## config.mk

```make
export PLATFORM = sky130hd
export DESIGN_NAME = uart_tx_ctrl
export DESIGN_NICKNAME = d
export VERILOG_FILES = /design/src/rtl/uart_tx_ctrl.sv
export SDC_FILE = /design/constraint.sdc
export NUM_CORES = 1
export LEC_CHECK = 0
export CAP_MARGIN = 20
export CORE_ASPECT_RATIO = 0.5
export CORE_UTILIZATION = 59
export CTS_CLUSTER_SIZE = 30
export DETAILED_ROUTE_END_ITERATION = 6
export PLACE_DENSITY = 0.79
export REMOVE_ABC_BUFFERS = 1
export SYNTH_ARGS = -nofsm -noshare
export SYNTH_HDL_FRONTEND = slang
export SYNTH_SLANG_ARGS = --single-unit
```

## constraint.sdc

```tcl
create_clock -name clk -period 3.4 [get_ports clk]
set_input_delay 0.68 -clock clk [delete_from_list [all_inputs] [get_ports clk]]
set_output_delay 0.68 -clock clk [all_outputs]
set_load 0.05 [all_outputs]
```

## src/rtl/uart_tx_ctrl.sv

```systemverilog
`default_nettype none
// ============================================================================
//  Module   : uart_tx_ctrl
//  Purpose  : Memory-mapped UART transmitter. Bytes written by the core are
//             buffered in a circular FIFO and serialised 8N1 on tx at a bit
//             period of (div+1) clk cycles.
//  Ports    : clk, reset      - clock, asynchronous active-high reset
//             wr_en, wr_data  - byte write strobe and data
//             div             - bit period minus one (sampled at frame start)
//             clr_ovf         - clears the sticky overflow flag
//             tx              - serial output, idles high
//             busy            - frame in progress
//             full/empty/count- registered FIFO status
//             overflow        - sticky, set when a write is dropped
//  Revision : 1.0 - initial release
// ============================================================================
module uart_tx_ctrl #(
    parameter int FIFO_DEPTH = 8,
    parameter int DIV_W      = 16
) (
    input  logic                          clk,
    input  logic                          reset,
    input  logic                          wr_en,
    input  logic [7:0]                    wr_data,
    input  logic [DIV_W-1:0]              div,
    input  logic                          clr_ovf,
    output logic                          tx,
    output logic                          busy,
    output logic                          full,
    output logic                          empty,
    output logic [$clog2(FIFO_DEPTH):0]   count,
    output logic                          overflow
);

    localparam int c_ptr_w = $clog2(FIFO_DEPTH);
    localparam int c_cnt_w = c_ptr_w + 1;
    localparam logic [c_cnt_w-1:0] c_depth = c_cnt_w'(FIFO_DEPTH);

    localparam logic [1:0] c_idle  = 2'd0;
    localparam logic [1:0] c_start = 2'd1;
    localparam logic [1:0] c_data  = 2'd2;
    localparam logic [1:0] c_stop  = 2'd3;

    // FIFO storage and status
    logic [7:0]         r_mem [FIFO_DEPTH];
    logic [c_ptr_w-1:0] r_wr_ptr;
    logic [c_ptr_w-1:0] r_rd_ptr;
    logic [c_cnt_w-1:0] r_count;
    logic               r_full;
    logic               r_empty;
    logic               r_ovf;

    // Serialiser
    logic [1:0]         r_state;
    logic [1:0]         w_state_nxt;
    logic [DIV_W-1:0]   r_div;
    logic [DIV_W-1:0]   r_baud_cnt;
    logic [2:0]         r_bit_idx;
    logic [7:0]         r_shift;
    logic               r_tx;

    logic               w_tick;
    logic               w_pop;
    logic               w_shift;
    logic               w_tx_nxt;
    logic               w_push;
    logic               w_drop;
    logic [c_cnt_w-1:0] w_count_nxt;

    // Push is judged against the registered full flag, so a pop on the same
    // edge never makes room for a write to a full FIFO.
    assign w_push = wr_en & ~r_full;
    assign w_drop = wr_en &  r_full;
    assign w_tick = (r_baud_cnt == '0);

    // ---------------------------------------------------------------- FIFO
    always_ff @(posedge clk) begin
        if (w_push) begin
            r_mem[r_wr_ptr] <= wr_data;
        end
    end

    always_comb begin
        w_count_nxt = r_count;
        case ({w_push, w_pop})
            2'b10:   w_count_nxt = r_count + c_cnt_w'(1);
            2'b01:   w_count_nxt = r_count - c_cnt_w'(1);
            default: w_count_nxt = r_count;
        endcase
    end

    always_ff @(posedge clk or posedge reset) begin
        if (reset) begin
            r_wr_ptr <= '0;
            r_rd_ptr <= '0;
            r_count  <= '0;
            r_full   <= 1'b0;
            r_empty  <= 1'b1;
            r_ovf    <= 1'b0;
        end else begin
            if (w_push) begin
                r_wr_ptr <= r_wr_ptr + c_ptr_w'(1);
            end
            if (w_pop) begin
                r_rd_ptr <= r_rd_ptr + c_ptr_w'(1);
            end
            r_count <= w_count_nxt;
            r_full  <= (w_count_nxt == c_depth);
            r_empty <= (w_count_nxt == '0);
            // A drop on the same edge as a clear leaves the flag set.
            if (w_drop) begin
                r_ovf <= 1'b1;
            end else if (clr_ovf) begin
                r_ovf <= 1'b0;
            end
        end
    end

    // ------------------------------------------------ FSM: state register
    always_ff @(posedge clk or posedge reset) begin
        if (reset) begin
            r_state <= c_idle;
        end else begin
            r_state <= w_state_nxt;
        end
    end

    // ------------------------------------------------ FSM: next state
    always_comb begin
        w_state_nxt = r_state;
        case (r_state)
            c_idle:  if (!r_empty) w_state_nxt = c_start;
            c_start: if (w_tick) w_state_nxt = c_data;
            c_data:  if (w_tick && (r_bit_idx == 3'd7)) w_state_nxt = c_stop;
            c_stop:  if (w_tick) w_state_nxt = r_empty ? c_idle : c_start;
            default: w_state_nxt = c_idle;
        endcase
    end

    // ------------------------------------------------ FSM: outputs
    // w_tx_nxt is the line level for the bit that begins after this edge;
    // registering it keeps tx glitch-free.
    always_comb begin
        w_pop    = 1'b0;
        w_shift  = 1'b0;
        w_tx_nxt = r_tx;
        case (r_state)
            c_idle: begin
                w_tx_nxt = 1'b1;
                if (!r_empty) begin
                    w_pop    = 1'b1;
                    w_tx_nxt = 1'b0;
                end
            end
            c_start: begin
                if (w_tick) w_tx_nxt = r_shift[0];
            end
            c_data: begin
                if (w_tick) begin
                    w_shift  = 1'b1;
                    // After the last data bit comes the stop bit; otherwise
                    // the bit that will sit at shift[0] after this shift.
                    w_tx_nxt = (r_bit_idx == 3'd7) ? 1'b1 : r_shift[1];
                end
            end
            c_stop: begin
                if (w_tick) begin
                    if (!r_empty) begin
                        w_pop    = 1'b1;
                        w_tx_nxt = 1'b0;
                    end else begin
                        w_tx_nxt = 1'b1;
                    end
                end
            end
            default: w_tx_nxt = 1'b1;
        endcase
    end

    // ------------------------------------------------ serialiser datapath
    always_ff @(posedge clk or posedge reset) begin
        if (reset) begin
            r_tx       <= 1'b1;
            r_shift    <= '0;
            r_div      <= '0;
            r_baud_cnt <= '0;
            r_bit_idx  <= '0;
        end else begin
            r_tx <= w_tx_nxt;
            if (w_pop) begin
                // Frame start: divisor is captured here and held for the frame.
                r_shift    <= r_mem[r_rd_ptr];
                r_div      <= div;
                r_baud_cnt <= div;
                r_bit_idx  <= '0;
            end else if (r_state != c_idle) begin
                if (w_tick) begin
                    r_baud_cnt <= r_div;
                    if (w_shift) begin
                        r_shift   <= {1'b0, r_shift[7:1]};
                        r_bit_idx <= r_bit_idx + 3'd1;
                    end
                end else begin
                    r_baud_cnt <= r_baud_cnt - DIV_W'(1);
                end
            end
        end
    end

    assign tx       = r_tx;
    assign busy     = (r_state != c_idle);
    assign full     = r_full;
    assign empty    = r_empty;
    assign count    = r_count;
    assign overflow = r_ovf;

endmodule
`default_nettype wire

```

### Word level (Yosys, flattened, before mapping)

Memories as Yosys holds them, arrays and structs flattened.
Index checks and enable logic that the tools add are counted.

| word-level totals | value |
|---|---|
| word-level logic and storage cells | 79 |
| register bits after elaboration | 59 |
| memories | 1 |
| bits in read-only memories | 0 |
| latch bits | 0 |
| output and inout bits | 9 |
| RAM bits | 64 |

Memory list:

| memory | words | bits a word | read ports | clocked after memory_dff | wr ports | RTL line | source |
|---|---|---|---|---|---|---|---|
| r_mem | 8 | 8 | 1 | 0 | 1 | 45 | `logic [7:0] r_mem [FIFO_DEPTH];` |

| operators by class | value |
|---|---|
| order comparisons | 0 |
| shift operators | 0 |
| divide/modulo/power cells | 0 |
| muxes and demuxes | 33 |
| reduce and logical (&&, ||, !) cells | 12 |
| multipliers | 0 |
| bitwise operators | 3 |
| eq/ne operators | 12 |
| add/sub/neg operators | 6 |

Operators by type and width:

| kind | number |
|---|---|
| $mux 16 | 3 |
| $mux 8 | 4 |
| $logic_not 16->1 | 1 |
| $sub 16x1->16 const B | 1 |
| $mux 1 | 14 |
| $mux 3 | 4 |
| $ne 2x2->1 const B | 5 |
| $reduce_bool 2->1 | 5 |
| $add 3x1->3 const B | 3 |
| $mux 2 | 4 |
| $pmux 2 s4 | 1 |
| $pmux 4 s2 | 1 |
| $eq 2x2->1 const B | 3 |
| $reduce_and 3->1 | 2 |
| $add 4x1->4 const B | 1 |
| $eq 2x1->1 const B | 2 |
| $eq 4x4->1 const B | 1 |
| $logic_not 4->1 | 1 |
| $pmux 1 s4 | 1 |
| $reduce_and 4->1 | 1 |
| $sub 4x1->4 const B | 1 |
| $eq 3x3->1 const B | 1 |
| $and 1x1->1 | 2 |
| $logic_not 2->1 | 1 |
| 3 further kinds | 3 |

### Longest topological paths before layout

| logic depth | value |
|---|---|
| depth in word-level cells | 7 |
| mapped depth | 15 |

### Worst setup path after synthesis

OpenSTA, ideal clock, no wires.

| path | value |
|---|---|
| kind | reg2reg |
| from | reg r_state[0] |
| to | reg r_empty, in the netlist empty |
| slack | 514 ps |
| path buffers | 2 |
| arrival | 2797 ps |
| library setup time | 90 ps |
| stages on the path, launching flop included | 15 |
| data required time | 3310 ps |
| path through | dfrtp_1 > inv_1 > ha_1 > nor2_1 > nand2_1 > o31a_1 > inv_2 > buf_2 > buf_2 > ha_1 > and4b_1 > o21ai_0 > a31oi_1 > xnor2_1 > nor4b_2 |

| between the ends | value |
|---|---|
| word-level cells in the longest chain between the ends | 5 |
| elaborated cells between the ends (all ways) | 7 |
| those cells by class | 3 x eq/ne; 2 x mux; 2 x reduce/logical |

Ends and longest elaborated chain:

| element | RTL line | source |
|---|---|---|
| start, declared | 54 | `logic [1:0] r_state;` |
| start signal, assigned | 122 | `r_state <= c_idle;` |
| start signal, assigned | 124 | `r_state <= w_state_nxt;` |
| $eq 2x2->1 / $logic_not 2->1 (equally long branches) | 147 | `case (r_state)` |
| $pmux 1 s2 (*) | 147 |  |
| $eq 2x1->1 / $eq 2x2->1 (equally long branches) | 85 | `case ({w_push, w_pop})` |
| $pmux 4 s2 (*) | 85 |  |
| $logic_not 4->1 (*) | 109 | `r_empty <= (w_count_nxt == '0);` |
| end signal, assigned | 109 |  |
| end, declared | 50 | `logic r_empty;` |

Mark *: on every way between the ends. The rest lies on a longest branch, timed or not.
A chain may end at the register's enable or synchronous reset.

### Final worst setup path

| path | value |
|---|---|
| from | reg r_state[0] |
| to | out busy |

| between the ends | value |
|---|---|
| word-level cells in the longest chain between the ends | 1 |

Ends and longest elaborated chain:

| element | RTL line | source |
|---|---|---|
| $reduce_bool 2->1 | 211 | `assign busy = (r_state != c_idle);` |
| end, declared | 28 | `output logic busy,` |

Every way passes these cells.

==> metrics.txt <==
initial antenna violation count=0; first-pass GRT wire length=between 15000 and 20000 µm; Initial Util=0.621; Antenna Violating Nets Remaining=0; sequential power share=0.384; Final Cell Area=about 6700 µm²; FF+latch area=roughly 3400 µm²; Fill cells=575; Comb pwr share=0.336; total of max-cap violations=0; Synth top area share=0.347; PortBufs=36; Site Rows=24; met2 Usage GRT=0.407; yosys warns=0; routed vias/inst=~5.8; Final Hold Violating Endpoints=0; crit path launch=r_state[0]; Multi-input gate area=between 1500 and 2000 µm²; switching power=about 2.3 mW; Worst-path clk slew=roughly 0.060 ns; pre-CTS WS=roughly 0.38 ns; EDFF count, synth=64; die area=a little under 10000 µm²; Sw Share=0.362; vias in the first global route=3574; largest net degree at the start of global routing=53; final worst-path cycle share=0.897; CP arrival=around 2.4 ns; # resized after CTS=0; met1 usage=0.327; NumNets Final=between 500 and 600; GRT Total Usage=0.252; failing checks=design-rule violations; # placed instances=between 500 and 600; met3 GRT Util=0.0907; Critical Path Fanout Max=18; skew final=0.00627 ns; Reg-to-Reg Start=r_state[0]; busiest grt layer=met2; grt ovf=0; non-filler instance count after layout=just over 600; Synth Instances=roughly 450; Post-route DRC=3; DRT iter0 DRCs=418; Int Pwr=a little over 4 mW; commonest register cell after synthesis=edfxtp_1; layout cell share with drive strength beyond 1=0.152; cell area after synthesis=5540 µm²; worst-skew pair later-pin latency=between 0.4 and 0.5 ns; antenna cells=0; PD cells=around 960 nW/µm²; Lkg Pwr=between 2 and 3 nW; Clock Tree Root=clkbuf_16; CP Launch Type=flip-flop; r2r setup slk=0.40 ns; area leader, netlist=edfxtp_1; clk buf depth=2; CTS Hold Bufs=0; crit end category=output pin; outcome=finished with violations; DRT Pass-1 Iters=7; fin. max-slew vios=0; Clk pwr share=0.280; CTS Buf Count=17; worst hold margin=0.473 ns; core area=around 9000 µm²; minimum clock period=a little over 3 ns; gpl congestion=0.809; kind of critical path=flip-flop to output pin; peak supply drop=approximately 0.44 mV; Area growth syn-to-layout=20.1%; most area-consuming cells after synthesis=edfxtp_1 35%, dfrtp_1 26%, mux4_2 6.5%; Slew headroom=0.450; routed via count=between 3000 and 4000; Crit path required time=between 2 and 3 ns; final wirelength=around 11000 µm; Clock Sinks=123; Achievable Freq=0.328 GHz; htree depth=4; placed cell areas=between 6000 and 7000 µm²; HP Class=input port to async pin; DR WL/cell=approximately 18 µm; Cell variety after synth=50; setup violators final=0; Async SR Flop Fraction=0.480; Syn Area/Cell=12.4 µm²; RSZ-0062 raised after global routing=no; Die Wd=about 140 µm; IO Pins=37; TritonCTS clock tree=built; FF+latch count, synth=approximately 120; final setup margin=0.349 ns; Setup Fix Bufs, Post-CTS=0; actual slew at the worst max-slew pin=about 0.8 ns; HPWL Detailed=6700 µm; post-synthesis sequential area ratio=0.614; die height=just over 70 µm
[final cells by class]
class / instances / area share
clock inverter: 14 / 0.0237
sequential: 123 / 0.511
clock buffer: 18 / 0.0645
multi-input combinational: 286 / 0.299
tap: 117 / 0.0220
timing repair buffer: 52 / 0.0722
inverter: 13 / 0.00733
[path summary, 6_finish.rpt]
check                               to  depth (start not counted)
hold / removal             r_rd_ptr[0]                          2
min in group clk             r_div[12]                          2
max in group asynchronous    r_div[15]                          3
setup reg to reg                 empty                         14
setup / recovery                  busy                          5
hold reg to reg              r_div[12]                          2
[power groups by stage]
stage                     logic, mW  clock network, mW  registers [mW]
final                          2.14               1.78            2.45
after global routing           2.38               1.89            2.51
after CTS                      2.16               1.80            2.44
after detailed placement       2.14                  0            2.45
after global placement         2.06                  0            2.44
after floorplan                1.44                  0            2.50
[routing by layer]
metal	part of all wire	wire, µm
met1	0.45	4920
met2	0.49	5370
met3	0.053	584
met4	0.010	114
met5	0	0
[sequential cells by signal (all words and copies together) (netlist names)]
signal      flops
r_baud_cnt     16
count           4
r_mem          64
empty           1
r_rd_ptr        3
r_state         2
r_wr_ptr        3
r_shift         8
full            1
r_div          16
r_bit_idx       3
tx              1
overflow        1
[kinds of logic (layout without fill, tap and decap cells)]
kind of cell / count (synthesis) / after routing / share of synthesized area
multiplexers: 29 / 29 / 0.0892
buffers and inverters: 37 / 97 / 0.0269
flip-flops: 123 / 123 / 0.614
AND/OR/NAND/NOR: 146 / 146 / 0.124
adder cells (fa/ha/maj): 13 / 13 / 0.0293
AO/OA/AOI/OAI: 84 / 84 / 0.0946
XOR/XNOR: 14 / 14 / 0.0221
[synth_stat cells (3+ instances only)]
master	n
o31ai_1	5
a31oi_1	3
nand2b_1	3
nor2b_1	9
nand2_1	69
o22ai_1	4
nand3_1	11
dfrtp_1	57
clkbuf_1	16
xor2_1	4
mux2i_1	10
xnor2_1	10
a21oi_1	24
a211oi_1	11
nor2_1	32
ha_1	13
mux2_2	3
edfxtp_1	64
inv_1	12
mux4_2	16
o21ai_0	21
nor3_1	5
buf_2	8
[through the flow]
| step | total power [mW] | utilization | setup TNS, ns |
|---|---|---|---|
| CTS | 6.40 | 0.746 | 0 |
| detailed placement | 4.59 | 0.681 | 0 |
| global placement | 4.50 | 0.681 | 0 |
| finish | 6.37 | 0.746 | 0 |
| floorplan | 3.93 | - | -0.823 |
| global route | 6.78 | 0.746 | 0 |
[cell usage in the layout, fill, tap and decap left out, types with 3 or more instances in the layout]
cell,n
a21oi_1,24
mux2i_1,10
clkbuf_16,17
xnor2_1,10
xor2_1,4
nand2b_1,3
edfxtp_1,64
clkdlybuf4s50_1,36
nor2_1,32
nor3_1,5
a31oi_1,3
o31ai_1,5
o22ai_1,4
nand2_1,69
inv_1,11
mux2_2,3
buf_4,16
o21ai_0,21
mux4_2,16
ha_1,13
nand3_1,11
dfrtp_1,57
nor2b_1,9
clkinvlp_4,3
inv_6,6
a211oi_1,11
[worst max-delay path: stages (launching register included)]
cell             delay (ns)
dfrtp_1                0.42
inv_1                  0.11
ha_1                   0.23
buf_4                  0.20
inv_1                  0.17
clkdlybuf4s50_1        0.83
(Power assumes the default switching activity.)
==> RTL change (same settings) <==
Register the input `div` before use, without a reset. The logic sees it one clock later. The other inputs are not delayed to match. Comments in the files are not updated.
--- a/src/rtl/uart_tx_ctrl.sv
+++ b/src/rtl/uart_tx_ctrl.sv
@@ -41,6 +41,12 @@
     localparam logic [1:0] c_data  = 2'd2;
     localparam logic [1:0] c_stop  = 2'd3;
 
+    logic [DIV_W-1:0] div_q;
+
+    always_ff @(posedge clk) begin
+        div_q <= div;
+    end
+
     // FIFO storage and status
     logic [7:0]         r_mem [FIFO_DEPTH];
     logic [c_ptr_w-1:0] r_wr_ptr;
@@ -190,8 +196,8 @@
             if (w_pop) begin
                 // Frame start: divisor is captured here and held for the frame.
                 r_shift    <= r_mem[r_rd_ptr];
-                r_div      <= div;
-                r_baud_cnt <= div;
+                r_div      <= div_q;
+                r_baud_cnt <= div_q;
                 r_bit_idx  <= '0;
             end else if (r_state != c_idle) begin
                 if (w_tick) begin
Check against the original RTL: not equivalent (a bounded check fails within 4 cycles, from zero or initial values and one cycle with reset high).
==> RTL change against the original RTL <==
Fmax decreased by 5.3%. Area after synthesis rose by 9.8%. Sequential share of layout area is 0.37 points higher. Utilization down 0.31 points. Via count grew 10%. Setup slack worse by 170 ps. Sequential cell count rose by 16. Highest routed layer unchanged. Critical path depth did not move. Largest cell class unchanged. Non-clock buffer count grew 4. Design area rose by 8.6%. Synthesized cell count up 7.6%. Total power up 6.2%. Wire length increased by 9.8%.
==> RTL change: results (changes against the original RTL) <==
Layout Area Growth over Synthesis=18.8% (was 20.1%); Post-synth ARST share=0.424 (was 0.480); vias in the first global route=4,103 (was 3,574); critical path fanouts, max=28 (was 18); sw power=0.00251 W (was 0.00231 W); multi-input logic area=0.00220 sq mm (was 0.00199 sq mm); area share of buffers outside the clock network=0.0706 (was 0.0722); Final min period=3220 ps (was 3050 ps); Rel. slew slack=0.451 (was 0.450); Pleak=2.79 nW (was 2.58 nW); die area=0.0107 sq mm (was 0.00981 sq mm); Filler Cell Count=620 (was 575); DP Worst Slack=236 ps (was 378 ps); share of post-route cells with drive strength above 1=0.174 (was 0.152); Clock Buffer Count=17 (was 18); status=finished clean (was finished, violations left); worst-case vdd ir drop=0.462 mV (was 0.443 mV); routability cong.=0.834 (was 0.809); Post-synth top cells=66 x nand2_1, 64 x edfxtp_1, 57 x dfrtp_1 (was 69 x nand2_1, 64 x edfxtp_1, 57 x dfrtp_1); EDFF count, synth=64 (unchanged); Tot GR Track Use=0.251 (was 0.252); CTS Sinks=139 (was 123); synth unique cells=61 (was 50); vias per std cell=5.83 (was 5.79); HPWL after DPL=7450 um (was 6700 um); worst min path class=reg -> reg (was in -> async); routed vias=3,972 (was 3,608); Inst Count DP=649 (was 591); sequential cell area share=0.515 (was 0.511); first-pass GRT wire length=19,900 um (was 18,200 um); Clock-cell share=0.0801 (was 0.0882); Post-Synth XOR/XNOR Area=0.0142 (was 0.0221); Comb pwr share=0.332 (was 0.336); crit-path max cell delay=770 ps (was 830 ps); Tot Pwr=0.00676 W (was 0.00637 W); Arr. time, crit path=2540 ps (was 2370 ps); Post-Synth Adder-Cell Area=0.0267 (was 0.0293); Iter 0 DRT Violations=232 (was 418); mux share of post-synthesis cell area=0.0845 (was 0.0892); inverter count=13 (unchanged); clock skew=9.12 ps (was 6.27 ps); Post-layout nets=574 (was 534); top cells by area, synth=edfxtp_1 32%, dfrtp_1 23%, mux4_2 5.9% (was edfxtp_1 35%, dfrtp_1 26%, mux4_2 6.5%); Fmax achieved=310 MHz (was 328 MHz); Signal buffers=56 (was 52); post-synthesis compound-gate area fraction=0.0950 (was 0.0946); Seq/Total Area, Yosys=0.612 (was 0.614); Placed Area=0.00665 sq mm (was 0.00607 sq mm); hold slack=434 ps (was 473 ps); Synth Instances=480 (was 446); clk_lat worst skew=420 ps; Post-Route WL=12,100 um (was 11,000 um); number of multi-input logic gates=306 (was 286); maximum number of pins on one net before global-route repair=37 (was 53); R2R setup slack=290 ps (was 400 ps); H-tree levels=4 (unchanged); First-pass DRT Iterations=4 (was 7)
-- RTL change: routing by layer --
layer / vias up / share of wire / global-route usage
met5: - / 0 / 0
met2: 103 / 0.52 / 0.458
met3: 16 / 0.049 / 0.0596
met4: 0 / 0.012 / 0.104
met1: 1972 / 0.42 / 0.295
li1: 1881 / - / -
-- RTL change: worst register-to-register path, stage by stage (launching register included) --
cell and delay [ps]:
dfrtp_1 420, inv_1 110, ha_1 390, nor3b_1 440, a21oi_2 80, inv_2 80, nand2_1 60, xnor2_1 140
ha_1 180, a21oi_1 240, mux2i_1 250, o221ai_2 130, xor2_2 180, nor4_1 300
-- RTL change: final timing paths --
path / startpoint / endpoint / depth (start not counted)
max in group asynchronous: reset / tx / 3
min: div_q[13] / r_div[13] / 2
min reg2reg: div_q[13] / r_div[13] / 2
max: r_state[0] / busy / 5
min in group asynchronous: reset / r_shift[5] / 2
max reg2reg: r_state[0] / empty / 13
